$ cat config.mk
export PLATFORM = sky130hd
export DESIGN_NAME = fp_add_scheduler
export DESIGN_NICKNAME = d
export VERILOG_FILES = /design/src/rtl/fp_add_scheduler.sv
export SDC_FILE = /design/constraint.sdc
export NUM_CORES = 1
export LEC_CHECK = 0
export BUFFER_PORTS_ARGS = -buffer_cell sky130_fd_sc_hd__buf_2
export CELL_PAD_IN_SITES_DETAIL_PLACEMENT = 0
export CELL_PAD_IN_SITES_GLOBAL_PLACEMENT = 1
export CORE_AREA = 2 2 157 159
export CTS_BUF_LIST = sky130_fd_sc_hd__clkbuf_8
export DETAILED_ROUTE_END_ITERATION = 8
export DIE_AREA = 0 0 159 161
export GPL_TIMING_DRIVEN = 0
export PLACE_DENSITY = 0.74
export SLEW_MARGIN = 20
export SYNTH_ARGS = -nofsm -noshare
export SYNTH_HDL_FRONTEND = slang
export SYNTH_SLANG_ARGS = --single-unit
export TNS_END_PERCENT = 1
$ cat constraint.sdc
create_clock -name clk -period 4.3 [get_ports clk]
set_input_delay 0.43 -clock clk [delete_from_list [all_inputs] [get_ports clk]]
set_output_delay 0.43 -clock clk [all_outputs]
set_load 0.005 [all_outputs]
$ cat src/rtl/fp_add_scheduler.sv
// rtl/fp_add_scheduler.sv - round-robin scheduler sharing one FP adder among NREQ requesters
module fp_add_scheduler #(
  parameter int NREQ    = 4,
  parameter int TIMEOUT = 16
) (
  input  logic                     clk,
  input  logic                     rst_n,
  input  logic [NREQ-1:0]          req_valid,
  input  logic [NREQ*32-1:0]       req_a,
  input  logic [NREQ*32-1:0]       req_b,
  output logic [NREQ-1:0]          req_ready,
  output logic                     add_start,
  output logic [31:0]              add_a,
  output logic [31:0]              add_b,
  input  logic                     add_done,
  input  logic [31:0]              add_result,
  output logic                     resp_valid,
  output logic [$clog2(NREQ)-1:0]  resp_id,
  output logic [31:0]              resp_result,
  output logic                     resp_err,
  input  logic                     resp_ready,
  output logic                     busy
);

  localparam int          IDW  = $clog2(NREQ);
  localparam logic [31:0] QNAN = 32'h7FC0_0000;

  typedef enum logic [1:0] {S_IDLE, S_ISSUE, S_WAIT, S_RESP} state_t;

  state_t          r_state;
  logic [IDW-1:0]  r_rr_ptr;
  logic [IDW-1:0]  r_owner;
  logic [7:0]      r_wait_cnt;
  logic [31:0]     r_op_a;
  logic [31:0]     r_op_b;
  logic [31:0]     r_result;
  logic            r_err;

  logic            w_grant_vld;
  logic [IDW-1:0]  w_grant_idx;
  logic [IDW-1:0]  w_idx;

  function automatic logic [IDW-1:0] wrap_add(input logic [IDW-1:0] base, input int off);
    int s;
    s = int'(base) + off;
    if (s >= NREQ) s = s - NREQ;
    return IDW'(s);
  endfunction

  // First pending requester at or above the pointer, wrapping around.
  always_comb begin
    w_grant_vld = 1'b0;
    w_grant_idx = '0;
    w_idx       = '0;
    for (int k = 0; k < NREQ; k++) begin
      w_idx = wrap_add(r_rr_ptr, k);
      if (!w_grant_vld && req_valid[w_idx]) begin
        w_grant_vld = 1'b1;
        w_grant_idx = w_idx;
      end
    end
  end

  always_comb begin
    req_ready = '0;
    if (r_state == S_IDLE && w_grant_vld) req_ready[w_grant_idx] = 1'b1;
  end

  always_ff @(posedge clk or negedge rst_n) begin
    if (!rst_n) begin
      r_state    <= S_IDLE;
      r_rr_ptr   <= '0;
      r_owner    <= '0;
      r_wait_cnt <= '0;
      r_op_a     <= '0;
      r_op_b     <= '0;
      r_result   <= '0;
      r_err      <= 1'b0;
    end else begin
      case (r_state)
        S_IDLE: begin
          if (w_grant_vld) begin
            r_owner <= w_grant_idx;
            r_op_a  <= req_a[32*w_grant_idx +: 32];
            r_op_b  <= req_b[32*w_grant_idx +: 32];
            r_state <= S_ISSUE;
          end
        end
        S_ISSUE: begin
          r_wait_cnt <= '0;
          r_state    <= S_WAIT;
        end
        S_WAIT: begin
          // A done arriving on the last wait cycle still returns the real result.
          if (add_done) begin
            r_result <= add_result;
            r_err    <= 1'b0;
            r_state  <= S_RESP;
          end else if (r_wait_cnt == 8'(TIMEOUT-1)) begin
            r_result <= QNAN;
            r_err    <= 1'b1;
            r_state  <= S_RESP;
          end else begin
            r_wait_cnt <= r_wait_cnt + 8'd1;
          end
        end
        S_RESP: begin
          if (resp_ready) begin
            r_rr_ptr <= wrap_add(r_owner, 1);
            r_state  <= S_IDLE;
          end
        end
        default: r_state <= S_IDLE;
      endcase
    end
  end

  assign add_start   = (r_state == S_ISSUE);
  assign add_a       = r_op_a;
  assign add_b       = r_op_b;
  assign resp_valid  = (r_state == S_RESP);
  assign resp_id     = r_owner;
  assign resp_result = r_result;
  assign resp_err    = r_err;
  assign busy        = (r_state != S_IDLE);

endmodule

After elaboration in Yosys (flattened, before gate mapping)

Index checks and enable logic that the tools add are counted.

Register bits: 111
Input bits: 296
Output and inout port bits: 106
Logic and storage cells: 93

Add/subtract/negate cells: 10
Order comparisons: 11
Equal/unequal tests: 9
Shifts and indexed selects: 2
Multiplexer cells: 36
Reduce and logical (&&, ||, !) cells: 17

Operator list:

| cell                                                                                | number |
|---|---|
| 128-bit by 8-bit indexed part select with 32-bit output                             | 2 |
| 32-bit 2-to-1 mux                                                                   | 2 |
| 2-bit 2-to-1 mux                                                                    | 13 |
| 8-bit 2-to-1 mux                                                                    | 2 |
| 8-bit case mux with 2 select lines                                                  | 1 |
| 2-bit by 3-bit < comparator with 1-bit output, second input constant                | 5 |
| 3-bit greater-or-equal comparator, second input constant                            | 4 |
| 1-bit 2-to-1 mux                                                                    | 11 |
| 2-bit by 1-bit subtractor with 2-bit output, second input constant                  | 5 |
| 8-bit by 1-bit adder with 8-bit output, second input constant                       | 1 |
| 1-bit binary-select mux with 2-bit select                                           | 4 |
| 8-bit by 4-bit equality test with 1-bit output, second input constant               | 1 |
| 2-bit case mux with 4 select lines                                                  | 1 |
| 2-bit by 1-bit adder with 3-bit output, second input constant                       | 2 |
| 2-bit by 2-bit adder with 3-bit output, second input constant                       | 2 |
| 2-bit != test, second input constant                                                | 3 |
| 2-bit AND reduction                                                                 | 3 |
| 3-bit AND reduction                                                                 | 2 |
| 2-bit nonzero test                                                                  | 3 |
| 1-bit logical AND                                                                   | 5 |
| 2-bit equality test, second input constant                                          | 2 |
| 4-bit 2-to-1 mux                                                                    | 1 |
| 2-bit by 3-bit greater-or-equal comparator with 1-bit output, second input constant | 1 |
| 1-bit zero test                                                                     | 3 |
| other kinds (6)                                                                     | 6 |

Depth between registers and ports, before layout

Gate-level depths: netlist of the first run.

Depth in word-level cells: 19
Mapped depth: 9
Gate-level depth less buffers: 6

Worst setup path before layout of the first run

OpenSTA, ideal clock, no wires.

Kind: flip-flop to output port
Start: register r_state[0]
End: output port req_ready[3]
Arrival time: 1.558 ns
Required time: 3.870 ns
Setup slack: 2.312 ns
Cell stages (with the launch flop): 10
Buffers on the path: 4
Cells stage by stage: dfrtp_1 > inv_1 > ha_1 > nand2b_1 > buf_2 > or2_1 > buf_2 > buf_6 > buf_6 > nor2_1

Word-level cells in the longest chain between the ends: 3

Ends and longest elaborated chain:

| element                  | line | RTL |
|---|---|---|
| start: declaration       | 30   | `state_t r_state;` |
| start signal: assignment | 71   | `r_state <= S_IDLE;` |
| start signal: assignment | 86   | `r_state <= S_ISSUE;` |
| start signal: assignment | 91   | `r_state <= S_WAIT;` |
| 2-bit zero test          | 66   | `if (r_state == S_IDLE && w_grant_vld) req_ready[w_grant_idx] = 1'b1;` |
| 1-bit logical AND        | 66   |  |
| 4-bit 2-to-1 mux         | 66   |  |
| end: declaration         | 11   | `output logic [NREQ-1:0] req_ready,` |

No other way between the ends.

Final worst setup path of the first run

Ends and elaborated chain as after synthesis.

==> results of run 1 <==
[final timing paths]
kind,from,to,cells after the start
min in group asynchronous,rst_n,resp_err,2
max,r_state[0],req_ready[3],10
max in group asynchronous,rst_n,add_b[5],3
min reg2reg,add_a[10],add_a[10],2
min,add_result[1],resp_result[1],2
max reg2reg,r_rr_ptr[0],add_b[1],7
[registers in the layout, indices dropped and copies added (netlist names)]
signal,flops
add_a,32
r_wait_cnt,8
resp_err,1
r_rr_ptr,2
resp_id,2
r_state,2
add_b,32
resp_result,32
[area by class of cell]
| type | instances | area [sq um] |
|---|---|---|
| fillers | 2481 | 14800 |
| multi-input cells | 376 | 3288 |
| flip-flops and latches | 111 | 2778 |
| repair buffers | 403 | 2051 |
| well taps | 324 | 405.4 |
| plain buffers | 45 | 392.9 |
| clock buffers | 10 | 137.6 |
| clock inverters | 6 | 83.83 |
| inverters | 8 | 30.03 |
[critical path: cells and delay by family, from the launching register on]
family | cells | cell delay [ps]
flip-flops | 1 | 410
adder cells (fa/ha/maj) | 1 | 210
AND/OR/NAND/NOR | 3 | 400
buffers and inverters | 6 | 900
[synth_stat cells]
library cell                 n  share of area [%]
sky130_fd_sc_hd__a21o_1      1               0.12
sky130_fd_sc_hd__a21o_2      1               0.14
sky130_fd_sc_hd__a21oi_1     7               0.54
sky130_fd_sc_hd__a22o_1     27                3.6
sky130_fd_sc_hd__a31oi_1     4               0.39
sky130_fd_sc_hd__a41o_1      1               0.15
sky130_fd_sc_hd__and2_1      2               0.19
sky130_fd_sc_hd__and3_1      1              0.096
sky130_fd_sc_hd__buf_12      8                2.5
sky130_fd_sc_hd__buf_2      12               0.93
sky130_fd_sc_hd__buf_4       6               0.69
sky130_fd_sc_hd__buf_6       5               0.87
sky130_fd_sc_hd__clkbuf_1    9               0.52
sky130_fd_sc_hd__clkbuf_4    5               0.58
sky130_fd_sc_hd__dfrtp_1   111                 43
sky130_fd_sc_hd__ha_1        6                1.2
sky130_fd_sc_hd__inv_1       8               0.46
sky130_fd_sc_hd__mux2i_1   128                 20
sky130_fd_sc_hd__nand2_1    77                4.5
sky130_fd_sc_hd__nand2b_1    2               0.19
sky130_fd_sc_hd__nand3_1     2               0.15
sky130_fd_sc_hd__nand4_1     2               0.19
sky130_fd_sc_hd__nor2_1     11               0.64
sky130_fd_sc_hd__nor2b_1     5               0.48
sky130_fd_sc_hd__nor3_1      3               0.23
sky130_fd_sc_hd__nor4_1      2               0.19
sky130_fd_sc_hd__o21ai_0    11               0.85
sky130_fd_sc_hd__o21ai_1     2               0.15
sky130_fd_sc_hd__o221a_1     1               0.17
sky130_fd_sc_hd__o221ai_2   64                 15
sky130_fd_sc_hd__o22a_1      9                1.2
sky130_fd_sc_hd__o22ai_1     2               0.19
sky130_fd_sc_hd__o31a_1      1               0.14
sky130_fd_sc_hd__or2_1       2               0.19
sky130_fd_sc_hd__or4_1       1               0.12
sky130_fd_sc_hd__xnor2_1     1               0.14
[repair_timing]
item | 4_1_cts | 5_1_grt
endpoints found under the hold margin | 13 | 0
hold buffers | 1 | 0
endpoints found under the setup margin | 0 | 0
[per-stage QoR]
stage | setup slack (ps) | power (mW)
2_1_floorplan | 2312 | 3.992
6_report | 1550 | 5.913
3_3_place_gp | 1225 | 5.250
5_1_grt | 1340 | 6.360
4_1_cts | 1506 | 6.024
3_5_place_dp | 1792 | 5.284
[report_power, final]
part | internal (mW) | switching, mW
clock | 0.302 | 0.413
combinational | 1.60 | 1.80
sequential | 1.51 | 0.278
[logic make-up after synthesis]
logic type	Yosys count
and+or+nand+nor	110
muxes	128
DFF	111
xor gates and xnor gates	1
buffers and inverters	53
adders and majority gates	6
AOI/OAI and AO/OA	131
[metal layers]
layer / share of wire [%] / track usage [%] / routed length (um) / vias up
met1: 42 / 23.59 / 10460 / 2834
met2: 50 / 33.32 / 12390 / 250
li1: - / - / - / 2876
met3: 6.7 / 4.931 / 1656 / 17
met4: 0.98 / 3.471 / 244 / 4
met5: 0.10 / 0 / 26 / -
==> run metrics, run 1 <==
run status finished clean; sort of element at the end of the critical path output port; actual slew at the worst max-slew pin 596.8 ps; CTS tree built; clk slew on worst S/H paths 130 ps; count of antenna-violating nets left after detailed routing 0; clock latency at the later pin of the worst-skew pair 380 ps; Inst Count DP 1266; post-detailed-route wirelength per cell 19.32 um; Detailed Route Iter0 Violations 264; classification of the worst-slack hold path in -> reg; DRC violations left 0; initial antenna violation count 2; detailed placement HPWL 19720 um; post-route worst hold slack 250.2 ps; mean instance size in the synthesized netlist 12.02 sq um; initial core utilization 27.08%; leakage power summed over all cells 4.878 nW; Clock Sink Count 111; data required time at the worst endpoint 3870 ps; post-synthesis cell count 540; most frequent cell on the critical path sky130_fd_sc_hd__buf_2; dominant combinational cell family by area after synthesis compound AO/OA/AOI/OAI gates; Inserted Diodes 0; total global routing track utilization 18.91%; Tmin final 2750 ps; number of global-route vias before repair 6120; port bufs 401; clock buffers created by TritonCTS 9; die extent in x 159 um; reported max-cap violation count 0; area of the die 25600 sq um; Peak supply drop 246.3 uV; fraction of the yosys area taken by sequential cells 42.81%; core utilization of the finished layout 38.25%; site row count 57; kind of critical path reg -> out; worst relative slew slack 60.22%; Post-CTS Setup Bufs 0; number of warning messages in the yosys log 0; post-synthesis xor/xnor area fraction 0.1350%; highest achievable clock rate 363.6 MHz; global-route wire length before repair 37050 um; number of storage elements in the synthesis netlist 111; chip height 161 um; slowest cell delay on critical path 410 ps; net total in the final layout 1256; remaining global-route overflow 0; worst path cell trace inv_1, ha_1, nand2b_1, buf_2, or2_1, buf_2, buf_6, buf_6, nor2_1, buf_2; final slew viol count 0; minimum setup slack among reg-to-reg paths 2120 ps; post-route non-filler standard cell count 1283; most used cells in the layout excluding fill and tap cells 412 x sky130_fd_sc_hd__buf_2, 128 x sky130_fd_sc_hd__mux2i_1, 111 x sky130_fd_sc_hd__dfrtp_1; distinct cell type count after synthesis 36; share of final-layout standard cells stronger than drive strength 1 54.12%; total standard cell area after synthesis 6489 sq um; area overhead of the layout relative to synthesis 41.26%; setup tns final 0 ps; CTS resizes 0; total via count after detailed routing 5981; hold violation total from the final report 0; Final setup violation count 0; finished layout cell area 9166 sq um; Core Footprint 23960 sq um; number of I/O pins 402; vias per std cell 4.662; Max H-tree Level 3; Detailed Routing Iterations Pass 1 5; total length of routed wires 24780 um; multiplexer area fraction after synthesis 19.75%; Post-Syn Nets 842; maximum number of pins on one net before global-route repair 59; Max FO, Critical Path 10; Cell Area, Placed 8935 sq um; PwrDens 645.1 nW/um^2; final worst path period share 63.96%; worst endpoint data arrival time 2320 ps; Max clock buf depth 2; area share of fa/ha/maj cells after synthesis 1.157%; kind of start point of the critical path register; unrepaired setup endpoints after global routing false; cell type of the slowest stage on the worst timing path sky130_fd_sc_hd__dfrtp_1; synthesized-area fraction occupied by and/or/nand/nor cells 7.135%; most common cell after layout, fill and taps aside sky130_fd_sc_hd__buf_2; root buffer selected by CTS sky130_fd_sc_hd__clkbuf_8; compound-gate portion of the synthesized area 22.50%; Routability Congestion 0.8233; largest clock skew in the final design 16.79 ps
Power figures use the tool's default switching activity.
==> inputs of run 2 (changes only) <==
==> constraint.sdc (replaced) <==
create_clock -name clk -period 2.6 [get_ports clk]
set_input_delay 0.26 -clock clk [delete_from_list [all_inputs] [get_ports clk]]
set_output_delay 0.26 -clock clk [all_outputs]
set_load 0.005 [all_outputs]
==> run metrics, run 2 (synthesis gave the netlist of run 1 again) <==
logic depth of the worst setup path including buffers 9; worst path cell trace a21o_1, a21oi_1, o22ai_2, or2_1, buf_2, buf_6, buf_6, nor2_1, buf_2; area of the die 25600 sq um; maximum number of pins on one net before global-route repair 59; number of I/O pins 402; power spent charging and discharging nets 4.161 mW; site row count 57; chip height 161 um; net total in the final layout 1261; leakage power summed over all cells 4.904 nW; clk slew on worst S/H paths 130 ps; Final setup violation count 0; share of final-layout standard cells stronger than drive strength 1 54.88%; buffer and inverter count on the worst path 4; start of the worst register-to-register path r_rr_ptr[0]; Inserted Diodes 0; DRC violations left 0; Routability Congestion 0.8233; Clock Sink Count 111; Tmin final 2462 ps; largest clock skew in the final design 16.49 ps; port bufs 401; most common cell after layout, fill and taps aside sky130_fd_sc_hd__buf_2; remaining global-route overflow 0; data required time at the worst endpoint 2340 ps; clock buffers created by TritonCTS 9; run status finished clean; final worst path period share 94.69%; detailed placement HPWL 19720 um; total length of routed wires 24890 um; proportion of power drawn by flip-flops and latches 30.0%; internal cell power 5.737 mW; Max FO, Critical Path 10; worst setup path startpoint r_rr_ptr[1]; area overhead of the layout relative to synthesis 42.19%; cell type of the slowest stage on the worst timing path sky130_fd_sc_hd__dfrtp_2; worst relative slew slack 60.08%; total global routing track utilization 18.93%; root buffer selected by CTS sky130_fd_sc_hd__clkbuf_8; final slew viol count 0; kind of critical path reg -> out; worst endpoint data arrival time 2200 ps; pre-CTS setup slack 380.8 ps; logic gate share of total power 58.0%; post-detailed-route wirelength per cell 19.32 um; minimum setup slack among reg-to-reg paths 420 ps; core utilization of the finished layout 38.50%; reported max-cap violation count 0; highest achievable clock rate 406.2 MHz; count of antenna-violating nets left after detailed routing 0; proportion of total power due to net switching 42.04%; endpoint of the worst register-to-register path add_b[1]; initial antenna violation count 2; slowest cell delay on critical path 460 ps; die extent in x 159 um; initial core utilization 27.08%; total via count after detailed routing 5997; power share of the clock group 12.0%; final worst slack 138.1 ps; setup tns final 0 ps; Detailed Routing Iterations Pass 1 4; capture point of the worst path req_ready[3]; PwrDens 1073 nW/um^2; kind of start point of the critical path register; classification of the worst-slack hold path in -> reg; Inst Count DP 1266; Detailed Route Iter0 Violations 268; actual slew at the worst max-slew pin 598.7 ps; post-route non-filler standard cell count 1288; Max H-tree Level 3; Max clock buf depth 2; hold violation total from the final report 0; cell family contributing the most delay on the critical path buffers and inverters; sort of element at the end of the critical path output port; Peak supply drop 483.1 uV; clock latency at the later pin of the worst-skew pair 380 ps; global-route wire length before repair 37080 um; vias per std cell 4.656; Reg2Reg Depth 7; unrepaired setup endpoints after global routing false; CTS tree built; most used cells in the layout excluding fill and tap cells 411 x sky130_fd_sc_hd__buf_2, 128 x sky130_fd_sc_hd__mux2i_1, 110 x sky130_fd_sc_hd__dfrtp_1; Core Footprint 23960 sq um; number of global-route vias before repair 6133
## run 2: area by class of cell
type	instances	area, sq um
well taps	324	405.4
fillers	2472	14740
repair buffers	408	2088
clock inverters	6	83.83
flip-flops and latches	111	2779
plain buffers	45	395.4
inverters	8	30.03
multi-input cells	376	3307
clock buffers	10	137.6
## run 2: stage by stage
step           area, sq um  power [mW]  hold slack (ps)
2_1_floorplan         6489       6.603           -35.59
3_3_place_gp          8901       8.682            463.1
3_5_place_dp          8935       8.739            282.9
4_1_cts               9176       9.984            44.01
5_1_grt               9226       10.63            56.84
6_report              9226       9.898            80.80
## run 2: layer usage
layer | wire (um) | vias up | part of all wire [%] | GRT usage (%)
met3 | 1570 | 16 | 6.3 | 4.931
li1 | - | 2886 | - | -
met4 | 245 | 4 | 0.98 | 3.471
met2 | 12450 | 241 | 50 | 33.34
met5 | 29 | - | 0.12 | 0
met1 | 10590 | 2850 | 43 | 23.61
## run 2: worst min path at each step
stage                    from              end  cells after the start
3_3_place_gp         add_a[2]         add_a[2]                      2
2_1_floorplan           rst_n         add_a[0]                      0
6_report        add_result[1]   resp_result[1]                      2
5_1_grt        add_result[25]  resp_result[25]                      2
4_1_cts         add_result[0]   resp_result[0]                      2
3_5_place_dp            rst_n         resp_err                      1
## run 2: repair_timing
item,in CTS,in global routing
setup endpoints to repair,1,2
hold endpoints to repair,57,0
hold buffers,1,0
resized for setup,2,5
pin swaps,0,0
setup buffers,1,4
## run 2: power groups by stage
stage	Combinational (mW)	Sequential [mW]	Clock, mW
2_1_floorplan	3.60	3.00	0
3_3_place_gp	5.70	2.98	0
3_5_place_dp	5.76	2.98	0
4_1_cts	5.77	2.96	1.25
5_1_grt	6.25	3.05	1.33
6_report	5.74	2.97	1.19
